<file path="src/rtl/hynoc_egress_port.sv">
// HyNoC egress port: arbitrates the other ports' ingress requests, buffers the granted packet
// in a local FIFO and throttles the granted ingress. Define HYNOC_EGRESS_PORT_FIXED_PRIO_EN for fixed priority.
module hynoc_egress_port #(
    parameter int NB_PORTS        = 5,
    parameter int FLIT_WIDTH      = 33,
    parameter int LOG2_FIFO_DEPTH = 5,
    parameter int AFULL_MARGIN    = 5
) (
    input  logic                                  router_clk,
    input  logic                                  router_srst_n,
    input  logic [NB_PORTS-2:0]                   from_ingress_request,
    input  logic [NB_PORTS-2:0]                   from_ingress_write,
    input  logic [(NB_PORTS-1)*FLIT_WIDTH-1:0]    from_ingress_data,
    output logic [NB_PORTS-2:0]                   to_ingress_grant,
    output logic [NB_PORTS-2:0]                   to_ingress_afull,
    input  logic                                  ren,
    output logic [FLIT_WIDTH-1:0]                 rdata,
    output logic                                  rempty,
    output logic [LOG2_FIFO_DEPTH:0]              rlevel,
    output logic                                  overflow
);

    localparam int NB_SRC = NB_PORTS - 1;
    localparam int IDX_W  = (NB_SRC > 1) ? $clog2(NB_SRC) : 1;
    localparam int DEPTH  = 2 ** LOG2_FIFO_DEPTH;
    localparam int LVL_W  = LOG2_FIFO_DEPTH + 1;

    localparam logic [LVL_W-1:0] AFULL_THR = LVL_W'(DEPTH - AFULL_MARGIN);
    localparam logic [LVL_W-1:0] FULL_LVL  = LVL_W'(DEPTH);

    localparam logic [0:0] ST_IDLE  = 1'b0;
    localparam logic [0:0] ST_GRANT = 1'b1;

    logic [0:0]            state_q, state_d;
    logic [NB_SRC-1:0]     grant_q, grant_d;
    logic [IDX_W-1:0]      idx_q, idx_d;
    logic [NB_SRC-1:0]     afull_q, afull_d;
    logic [LVL_W-1:0]      wr_ptr_q, wr_ptr_d;
    logic [LVL_W-1:0]      rd_ptr_q, rd_ptr_d;
    logic [FLIT_WIDTH-1:0] rdata_q, rdata_d;
    logic                  overflow_q, overflow_d;
`ifndef HYNOC_EGRESS_PORT_FIXED_PRIO_EN
    logic [IDX_W-1:0]      rr_ptr_q, rr_ptr_d;
`endif

    logic [FLIT_WIDTH-1:0] fifo_mem [DEPTH];

    logic                  found;
    logic [IDX_W-1:0]      win_idx;
    logic                  wr_sel;
    logic [FLIT_WIDTH-1:0] sel_flit;
    logic                  sel_eop;
    logic                  push_req;
    logic                  push_ok;
    logic                  pop;
    logic [LVL_W-1:0]      level;
    logic                  fifo_empty;
    logic                  fifo_full;

    // Winner selection: lowest index, or first requester at/after the round-robin pointer.
    always_comb begin
        found   = 1'b0;
        win_idx = '0;
`ifdef HYNOC_EGRESS_PORT_FIXED_PRIO_EN
        for (int i = 0; i < NB_SRC; i++) begin
            if (!found && from_ingress_request[IDX_W'(i)]) begin
                found   = 1'b1;
                win_idx = IDX_W'(i);
            end
        end
`else
        for (int k = 0; k < NB_SRC; k++) begin
            logic [IDX_W-1:0] cand;
            cand = IDX_W'((int'(rr_ptr_q) + k) % NB_SRC);
            if (!found && from_ingress_request[cand]) begin
                found   = 1'b1;
                win_idx = cand;
            end
        end
`endif
    end

    always_comb begin
        wr_sel   = 1'b0;
        sel_flit = '0;
        for (int i = 0; i < NB_SRC; i++) begin
            if (IDX_W'(i) == idx_q) begin
                wr_sel   = from_ingress_write[i];
                sel_flit = from_ingress_data[i*FLIT_WIDTH +: FLIT_WIDTH];
            end
        end
        sel_eop = sel_flit[FLIT_WIDTH-1];
    end

    // A packet's EOP releases the grant even when the flit itself is dropped on a full FIFO.
    always_comb begin
        state_d  = state_q;
        grant_d  = grant_q;
        idx_d    = idx_q;
        push_req = 1'b0;
`ifndef HYNOC_EGRESS_PORT_FIXED_PRIO_EN
        rr_ptr_d = rr_ptr_q;
`endif
        case (state_q)
            ST_IDLE: begin
                if (found) begin
                    grant_d          = '0;
                    grant_d[win_idx] = 1'b1;
                    idx_d            = win_idx;
                    state_d          = ST_GRANT;
                end
            end
            ST_GRANT: begin
                push_req = wr_sel;
                if (wr_sel && sel_eop) begin
                    grant_d = '0;
                    state_d = ST_IDLE;
`ifndef HYNOC_EGRESS_PORT_FIXED_PRIO_EN
                    rr_ptr_d = (idx_q == IDX_W'(NB_SRC - 1)) ? '0 : idx_q + IDX_W'(1);
`endif
                end
            end
            default: begin
                state_d = ST_IDLE;
                grant_d = '0;
            end
        endcase
    end

    // A pop on a full FIFO frees the slot the simultaneous push lands in.
    always_comb begin
        level      = wr_ptr_q - rd_ptr_q;
        fifo_empty = (level == '0);
        fifo_full  = (level == FULL_LVL);
        pop        = ren && !fifo_empty;
        push_ok    = push_req && (!fifo_full || pop);

        wr_ptr_d   = wr_ptr_q;
        rd_ptr_d   = rd_ptr_q;
        rdata_d    = rdata_q;
        if (push_ok) begin
            wr_ptr_d = wr_ptr_q + LVL_W'(1);
        end
        if (pop) begin
            rd_ptr_d = rd_ptr_q + LVL_W'(1);
            rdata_d  = fifo_mem[rd_ptr_q[LOG2_FIFO_DEPTH-1:0]];
        end

        overflow_d = overflow_q || (push_req && fifo_full && !pop);
        afull_d    = (level >= AFULL_THR) ? grant_d : '0;
    end

    always_ff @(posedge router_clk) begin
        if (!router_srst_n) begin
            state_q    <= ST_IDLE;
            grant_q    <= '0;
            idx_q      <= '0;
            afull_q    <= '0;
            wr_ptr_q   <= '0;
            rd_ptr_q   <= '0;
            rdata_q    <= '0;
            overflow_q <= 1'b0;
`ifndef HYNOC_EGRESS_PORT_FIXED_PRIO_EN
            rr_ptr_q   <= '0;
`endif
        end else begin
            state_q    <= state_d;
            grant_q    <= grant_d;
            idx_q      <= idx_d;
            afull_q    <= afull_d;
            wr_ptr_q   <= wr_ptr_d;
            rd_ptr_q   <= rd_ptr_d;
            rdata_q    <= rdata_d;
            overflow_q <= overflow_d;
`ifndef HYNOC_EGRESS_PORT_FIXED_PRIO_EN
            rr_ptr_q   <= rr_ptr_d;
`endif
        end
    end

    always_ff @(posedge router_clk) begin
        if (router_srst_n && push_ok) begin
            fifo_mem[wr_ptr_q[LOG2_FIFO_DEPTH-1:0]] <= sel_flit;
        end
    end

    assign to_ingress_grant = grant_q;
    assign to_ingress_afull = afull_q;
    assign rdata            = rdata_q;
    assign rempty           = fifo_empty;
    assign rlevel           = level;
    assign overflow         = overflow_q;

endmodule

</file>
<file path="config.mk">
export PLATFORM = sky130hd
export DESIGN_NAME = hynoc_egress_port
export DESIGN_NICKNAME = d
export VERILOG_FILES = /design/src/rtl/hynoc_egress_port.sv
export SDC_FILE = /design/constraint.sdc
export NUM_CORES = 1
export LEC_CHECK = 0
export ABC_AREA = 1
export CAP_MARGIN = 20
export CORE_ASPECT_RATIO = 0.5
export CORE_MARGIN = 5
export CORE_UTILIZATION = 45
export CTS_BUF_LIST = sky130_fd_sc_hd__clkbuf_2 sky130_fd_sc_hd__clkbuf_4 sky130_fd_sc_hd__clkbuf_8
export CTS_CLUSTER_DIAMETER = 80
export DETAILED_ROUTE_END_ITERATION = 12
export PLACE_DENSITY = 0.63
export SETUP_SLACK_MARGIN = 0.5
export SYNTH_ARGS = -nofsm -noshare
export SYNTH_HDL_FRONTEND = slang
export SYNTH_SLANG_ARGS = --single-unit
</file>
<file path="constraint.sdc">
create_clock -name router_clk -period 10.6 [get_ports router_clk]
set_clock_uncertainty 0.1 [all_clocks]
set_input_delay 2.12 -clock router_clk [delete_from_list [all_inputs] [get_ports router_clk]]
set_output_delay 2.12 -clock router_clk [all_outputs]
set_load 0.01 [all_outputs]
</file>
Word level (Yosys, flattened, before mapping)
Memories as Yosys holds them, arrays and structs flattened. A register that Yosys moved wholly into a read port is not among the register bits.
Index checks and enable logic that the tools add are counted.
{ "word_totals": {"ramBits": 1056, "input_bits": 143, "ff_bits": 26, "memories": 1} }
{ "op_classes": {"addsub": 7, "n_lt_le_gt_ge": 7, "reduce_logical": 24, "muxes": 36, "eq_ne": 5, "bitwise": 1} }
{ "memory_table": {"columns": ["name", "words", "word_bits", "read_ports", "rd_clocked_by_memory_dff", "write_ports", "line_no", "rtl"], "rows": [
  ["fifo_mem", 32, 33, 1, 1, 1, "46", "logic [FLIT_WIDTH-1:0] fifo_mem [DEPTH];"]
]} }
{ "ops": {"columns": ["cell", "count"], "rows": [
  ["33-bit two-way mux", 4],
  ["1-bit two-way mux", 18],
  ["2-bit by 3-bit less-than comparator with 1-bit output, second input constant", 5],
  ["6-bit by 1-bit adder with 6-bit output, second input constant", 2],
  ["1-bit logical AND", 10],
  ["2-bit two-way mux", 5],
  ["1-bit binary-select mux with 2-bit select", 4],
  ["4-bit two-way mux", 2],
  ["4-bit one-hot mux with 2 select lines", 1],
  ["1-bit zero test", 7],
  ["6-bit equality test, second input constant", 1],
  ["6-bit by 5-bit greater-or-equal comparator with 1-bit output, second input constant", 1],
  ["6-bit zero test", 1],
  ["2-bit AND reduction", 3],
  ["6-bit subtractor", 1],
  ["2-bit by 1-bit adder with 2-bit output, second input constant", 2],
  ["2-bit adder, second input constant", 2],
  ["2-bit equality test, first input constant", 2],
  ["1-bit demux with 2-bit select", 1],
  ["1-bit by 2-bit equality test with 1-bit output, first input constant", 1],
  ["2-bit equality test, second input constant", 1],
  ["2-bit by 1-bit greater-or-equal comparator with 1-bit output, second input constant", 1],
  ["2-bit zero test", 1],
  ["1-bit logical OR", 2],
  ["other kinds (2)", 2]
]} }

Depth between registers and ports, before layout
Gate-level depths: netlist (run 1).
{ "depth": {"depth_word": 18, "mapped_depth": 16} }

Least setup slack after synthesis (run 1)
OpenSTA, ideal clock, no wires.
{ "synth_path": {"kind": "input to register", "startpoint": "input from_ingress_write[0]", "endpoint": "memory fifo_mem[31][0] (enable)", "setup_ns": 0.464, "path_slack_ns": 4.988, "n_path_buf": 0, "stages": 8, "t_arrival_ns": 5.048, "cell_sequence": "nand3_1 -> nand3_1 -> o21ai_1 -> a21oi_1 -> nand2_1 -> inv_2 -> nand2_2 -> nor3_1"} }
{ "synth_via": {"elab_chain_len": 9} }
{ "synth_rtl": {"columns": ["item", "line_no", "rtl"], "rows": [
  ["start: declaration", "12", "input logic [NB_PORTS-2:0] from_ingress_write,"],
  ["1-bit two-way mux (4 in series)", "87", "if (IDX_W'(i) == idx_q) begin"],
  ["1-bit two-way mux", "104", "case (state_q)"],
  ["1-bit logical AND", "136", "push_ok = push_req && (!fifo_full || pop);"],
  ["1-bit logical AND", "182", "if (router_srst_n && push_ok) begin"],
  ["1-bit two-way mux", "182", null],
  ["1-bit two-way mux (not written as such)", "183", "fifo_mem[wr_ptr_q[LOG2_FIFO_DEPTH-1:0]] <= sel_flit;"],
  ["end: declaration", "46", null]
]} }
Every way passes these cells.

Worst setup path in the final report (run 1)
{ "layout_path": {"startpoint": "register rd_ptr_q[0]", "endpoint": "output rempty"} }
{ "layout_via": {"elab_chain_len": 2} }
{ "layout_rtl": {"columns": ["item", "line_no", "rtl"], "rows": [
  ["start: declaration", "39", "logic [LVL_W-1:0] rd_ptr_q, rd_ptr_d;"],
  ["start signal: assignment", "172", "rd_ptr_q <= rd_ptr_d;"],
  ["6-bit subtractor", "132", "level = wr_ptr_q - rd_ptr_q;"],
  ["6-bit zero test", "133", "fifo_empty = (level == '0);"],
  ["end: declaration", "18", "output logic rempty,"]
]} }
Every way passes these cells.

==> summary.txt, run 1 <==
Status: finished clean
Critical path class: reg -> out
Layout cells sized above 1: 0.103
Gpl congestion: 0.879
Die X: 458 µm
Reg2reg setup slack: 5.70 ns
HP Class: reg -> reg
Hpwl dp: 77,400 µm
Ys Warns: 0
CTS Buf Count: 161
Number of I/O pins: 192
Die area: 0.107 mm²
Postcts setup bufs: 0
Post-synth EDFFs: 1,056
Sequential area share after synthesis: 0.727
CTS clk-pin slew, worst paths: 0.07 ns
Crit. End Element: output pin
Max-slew violations: 0
Clk sinks: 1,115
Placed Cells: 5,063
Synth-to-Final Area Change: 14.7%
Seq cells post-synth: 1,115
Resize count post-CTS: 0
TritonCTS clock tree: built
Max incr delay on CP: 0.90 ns
Peak supply drop: 0.000221 V
CP top delay family: flip-flops
Height of the die: 234 µm
DR vias: 31,000
Fin area: 0.0519 mm²
Final worst path period need: 6.24 ns
Crit start category: register
Top cells by count, synth: edfxtp_1, nor2_1, o21ai_0
Setup Total Neg Slack: 0 ns
Clk_lat worst skew: 0.83 ns
Via-to-Cell Ratio: 5.79
Total GRT Usage: 0.248
Final setup violation count: 0
Largest net degree at the start of global routing: 199
Relative slew slack: 0.231
Placed Area: 0.0486 mm²
Htree depth: 4
Total power draw: 0.0135 W
Primary FF master, synth: edfxtp_1
Post-synth top area cell: edfxtp_1
First-pass GRT wire length: 197,000 µm
CP Cell Sequence: ha_1 -> inv_1 -> fa_1 -> xor2_1 -> nor3_1 -> nand2_1 -> nor2_2 -> nand2_1 -> inv_1 -> clkdlybuf4s50_1
Fmax: 160 MHz
Final Hold Fails: 0
Placement row count: 82
Initial core utilization: 0.453
Tcrit/Tclk final: 0.589
DRT iter0 DRCs: 3,816
Ranking of synthesized cells by area: edfxtp_1, nor2_1, o21ai_0
Maximum fanout along the worst path: 73
Post-synth ARST share: 0
Syn Std Cell Area: 0.0452 mm²
Syn_nets: 3,876
Arrival @ worst endpoint: 4.02 ns
Non-filler cells, final: 5,362
Vias in the first global route: 29,700
Count leader, synth: edfxtp_1
Post-synth top area share: 0.701
Fillers: 8,531
Max clock buf depth: 3
Routed wire per std cell: 25.2 µm
Worst hold slack: 0.376 ns
CTS Hold Bufs: 0
Initial antenna violation count: 10
Synth cell types: 38
PwrDens: 261 mW/mm²
CORE AREA: 0.0999 mm²
Cells after synthesis: 3,718
Worst path required time: 8.38 ns
Drt total wl: 135,000 µm
Slew @ Worst Pin: 1.15 ns
RSZ-0062 raised after global routing: false
Post-DRT Antenna Nets: 0
Drt pass-1 iters: 6
# Max-Cap Violations: 0
CTS Root Cell: clkbuf_8
Syn Area/Cell: 12.2 µm²
DR DRC count: 0
P_leak: 17.0 nW
Critical path's slowest cell: dfxtp_4
IO Port Bufs: 191
Layout Nets: 4,050
CP bufs+invs: 3
Total gr overflow: 0
[flip-flops by register name, indices dropped and copies added, names as in the netlist, 2 cells and up]
register / flops
rr_ptr_q: 2
to_ingress_afull: 4
rdata: 33
to_ingress_grant: 4
fifo_mem: 1056
rd_ptr_q: 6
wr_ptr_q: 6
idx_q: 2
[area by class of cell]
cell class | count | area, µm² | area share
Clock inverter | 56 | 249 | 0.00480
Timing Repair Buffer | 269 | 2700 | 0.0519
Inverter | 41 | 174 | 0.00335
Clock buffer | 231 | 2800 | 0.0539
Antenna cell | 2 | 5.00 | 0.0000964
Tap cell | 1344 | 1680 | 0.0324
Sequential cell | 1115 | 32900 | 0.634
Multi-Input combinational cell | 2304 | 11400 | 0.220
[power breakdown]
group | switching [W] | leakage (nW) | internal [W]
registers | 0.0000848 | 10.0 | 0.00609
clock network | 0.00162 | 1.62 | 0.00169
logic | 0.00317 | 5.33 | 0.000877
total | 0.00487 | 17.0 | 0.00866
[per-stage QoR]
step           utilization  worst slack [ns]
3_5_place_dp         0.487              4.92
2_1_floorplan            -              4.99
4_1_cts              0.517              4.27
3_3_place_gp         0.486              4.98
6_report             0.519              4.36
5_1_grt              0.519              4.08
[cell families after synthesis]
group | Yosys count | share of synthesized area
simple gates | 1287 | 0.112
flops | 1115 | 0.727
compound gates | 990 | 0.124
buf+inv | 299 | 0.0304
fa+ha+maj | 15 | 0.00431
xor+xnor | 12 | 0.00249
[placed cells by master, fill, tap and decap left out, types with 2 or more instances in the layout]
master | Yosys | routed
o22ai_1 | 135 | 135
o21a_1 | 2 | 2
nand2_1 | 361 | 353
inv_1 | 33 | 31
clkbuf_8 | 0 | 170
nand4_1 | 21 | 21
nor2_1 | 777 | 746
nand2_2 | 5 | 13
nor2_4 | 1 | 33
o211ai_1 | 140 | 140
nor2_2 | 3 | 2
buf_4 | 25 | 63
a21oi_2 | 0 | 6
edfxtp_1 | 1056 | 1056
nand3_1 | 115 | 115
dfxtp_4 | 0 | 3
clkbuf_4 | 0 | 61
xor2_1 | 10 | 10
a21oi_4 | 1 | 12
inv_2 | 4 | 6
o21ai_0 | 541 | 540
a21oi_1 | 92 | 75
clkinv_2 | 0 | 16
ha_1 | 14 | 14
o21ai_1 | 50 | 50
clkinv_1 | 3 | 37
clkdlybuf4s50_1 | 0 | 190
buf_12 | 0 | 13
dfxtp_1 | 59 | 55
buf_16 | 0 | 2
diode_2 | 0 | 2
o221ai_1 | 25 | 25
clkinvlp_4 | 0 | 4
[worst paths after layout]
| check | to | from | cells past startpoint |
|---|---|---|---|
| setup / recovery | rempty | rd_ptr_q[0]$_SDFFE_PN0P_ | 10 |
| hold / removal | overflow$_SDFF_PN0_ | overflow$_SDFF_PN0_ | 1 |
| setup reg to reg | fifo_mem[3][31]$_DFFE_PP_ | idx_q[1]$_SDFFE_PN0P_ | 14 |
| hold reg to reg | overflow$_SDFF_PN0_ | overflow$_SDFF_PN0_ | 1 |
[per-layer routing]
layer | GRT usage | vias to the layer above | routed length (µm)
met5 | 0 | - | 34
met4 | 0.0904 | 6 | 4350
met3 | 0.0631 | 238 | 14500
met2 | 0.381 | 1588 | 60400
met1 | 0.345 | 15300 | 55800
li1 | - | 13900 | -
No activity file was read; power rests on OpenSTA's default activity.
==> run 2: changes to the inputs <==
clock period = 6.52 ns   (was 10.6 ns; I/O delays follow)
==> summary.txt, run 2 (synthesis gave the netlist of run 1 again) <==
CTS clk-pin slew, worst paths: 0.06 ns (about the same)
Post-DRT Antenna Nets: 0 (unchanged)
Total power draw: 0.0224 W (+66%)
Final worst path period need: 5.22 ns
Die area: 0.107 mm² (unchanged)
Routed wire per std cell: 25.1 µm (-0.40%)
Gpl congestion: 0.880 (+0.10%)
Drt total wl: 134,000 µm (-0.48%)
HP Class: reg -> reg
Vias in the first global route: 29,600 (-0.34%)
DR DRC count: 0 (unchanged)
IO Port Bufs: 191 (unchanged)
Most common cell after layout, fill and taps aside: edfxtp_1
Crit start category: register
Slew @ Worst Pin: 1.18 ns (+0.0249 ns)
Hpwl dp: 79,800 µm (+3.2%)
Placement row count: 82 (unchanged)
Initial antenna violation count: 8 (-2)
Setup Total Neg Slack: 0 ns (unchanged)
Number of I/O pins: 192 (unchanged)
Clk sinks: 1,115 (unchanged)
Htree depth: 4 (unchanged)
Max clock buf depth: 3 (unchanged)
Critical path class: reg -> out
Max FFs per register: 1,056 (unchanged)
Drt pass-1 iters: 7 (+1)
Postcts setup bufs: 0 (unchanged)
Peak supply drop: 0.000423 V (+91%)
First-pass GRT wire length: 196,000 µm (-0.74%)
Total gr overflow: 0 (unchanged)
Multi-input combinational cell area: 0.0114 mm² (+0.11%)
Max-slew violations: 0 (unchanged)
CTS Buf Count: 160 (-0.62%)
Layout cells sized above 1: 0.106 (+0.00315)
Height of the die: 234 µm (unchanged)
Layout Nets: 4,048 (-0.049%)
Relative slew slack: 0.215 (-0.0166)
CORE AREA: 0.0999 mm² (unchanged)
Fillers: 8,525 (-0.070%)
Final Hold Fails: 0 (unchanged)
Commonest non-fill, non-tap cells in the layout: edfxtp_1, nor2_1, o21ai_0
# Max-Cap Violations: 0 (unchanged)
Worst path required time: 5.12 ns (-3.26 ns)
TritonCTS clock tree: built
Sequential Area: 0.0329 mm² (unchanged)
Resize count post-CTS: 0 (unchanged)
Maximum fanout along the worst path: 33 (-55%)
DR vias: 31,100 (+0.19%)
Via-to-Cell Ratio: 5.80 (+0.27%)
RSZ-0062 raised after global routing: false
Status: finished clean
Crit. End Element: output pin
Clk_lat worst skew: 0.84 ns (about the same)
CTS Root Cell: clkbuf_8
Reg2reg setup slack: 1.92 ns (-3.78 ns)
DRT iter0 DRCs: 4,186 (+9.7%)
Synth-to-Final Area Change: 15.4%
Die X: 458 µm (unchanged)
Total GRT Usage: 0.246 (-0.00238)
Largest net degree at the start of global routing: 185 (-7.0%)
CTS Hold Bufs: 0 (unchanged)
Fmax: 191 MHz
Arrival @ worst endpoint: 3.82 ns (-0.20 ns)
PwrDens: 429 mW/mm² (+65%)
P_leak: 17.1 nW (+0.57%)
Initial core utilization: 0.453 (unchanged)
Final setup violation count: 0 (unchanged)
Tcrit/Tclk final: 0.801
run 2: changes by cell type in the layout (fill, tap and decap cells not counted), moves of 3 or more:
cell	delta
nand2_2	+5
nand2_1	-5
bufinv_16	+3
buf_16	+6
clkbuf_8	+4
clkbuf_4	+3
buf_4	-11
buf_12	+4
clkinv_1	-13
clkinv_2	-9
clkinvlp_4	+3
run 2: power breakdown:
group          switching (W)  leakage [nW]  internal (W)
logic                0.00530          5.37       0.00144
registers           0.000148          10.0       0.00991
clock network        0.00266          1.67       0.00294
run 2: area by class of cell:
type / instances / area share
timing repair buffer: 268 / 0.0547
clock inverter: 44 / 0.00599
tap: 1344 / 0.0322
clock buffer: 238 / 0.0551
antenna: 4 / 0.000192
sequential: 1115 / 0.630
inverter: 41 / 0.00333
multi-input combinational: 2304 / 0.218
run 2: path summary, 6_finish.rpt:
path | start | end | cells past startpoint
worst max-delay path | rd_ptr_q[2]$_SDFFE_PN0P_ | rempty | 12
worst min-delay path | rdata[6]$_SDFFE_PN0P_ | rdata[6]$_SDFFE_PN0P_ | 2
worst max register to register | rd_ptr_q[2]$_SDFFE_PN0P_ | fifo_mem[2][12]$_DFFE_PP_ | 14
worst min register to register | rdata[6]$_SDFFE_PN0P_ | rdata[6]$_SDFFE_PN0P_ | 2
run 2: routing by layer:
layer  global-route usage  vias up  routed length, µm
li1                     -    13900                  -
met1                0.339    15500              54800
met2                0.397     1471              62900
met3               0.0554      191              13900
met4               0.0651        4               2910
met5                    0        -                 26
run 2: worst max-delay path, cell delays in order (launching register included):
cell and delay [ns]:
dfxtp_4 0.68, inv_2 0.28, ha_1 0.41, a21oi_1 0.17, nand2_1 0.10, a31oi_1 0.21, inv_1 0.07, nand2_1 0.06
nand2_1 0.10, inv_2 0.12, nand2_1 0.14, inv_1 0.08, clkdlybuf4s50_1 0.53
run 2: through the flow:
step	utilization	setup slack, ns	hold WS [ns]	cells	cell area (µm²)
6_report	0.523	1.30	0.384	5358	52200
3_3_place_gp	0.485	1.66	0.351	5049	48500
3_5_place_dp	0.487	1.59	0.362	5057	48700
4_1_cts	0.519	1.23	0.386	5339	51900
2_1_floorplan	-	1.58	0.377	3718	45200
5_1_grt	0.523	1.08	0.412	5356	52200
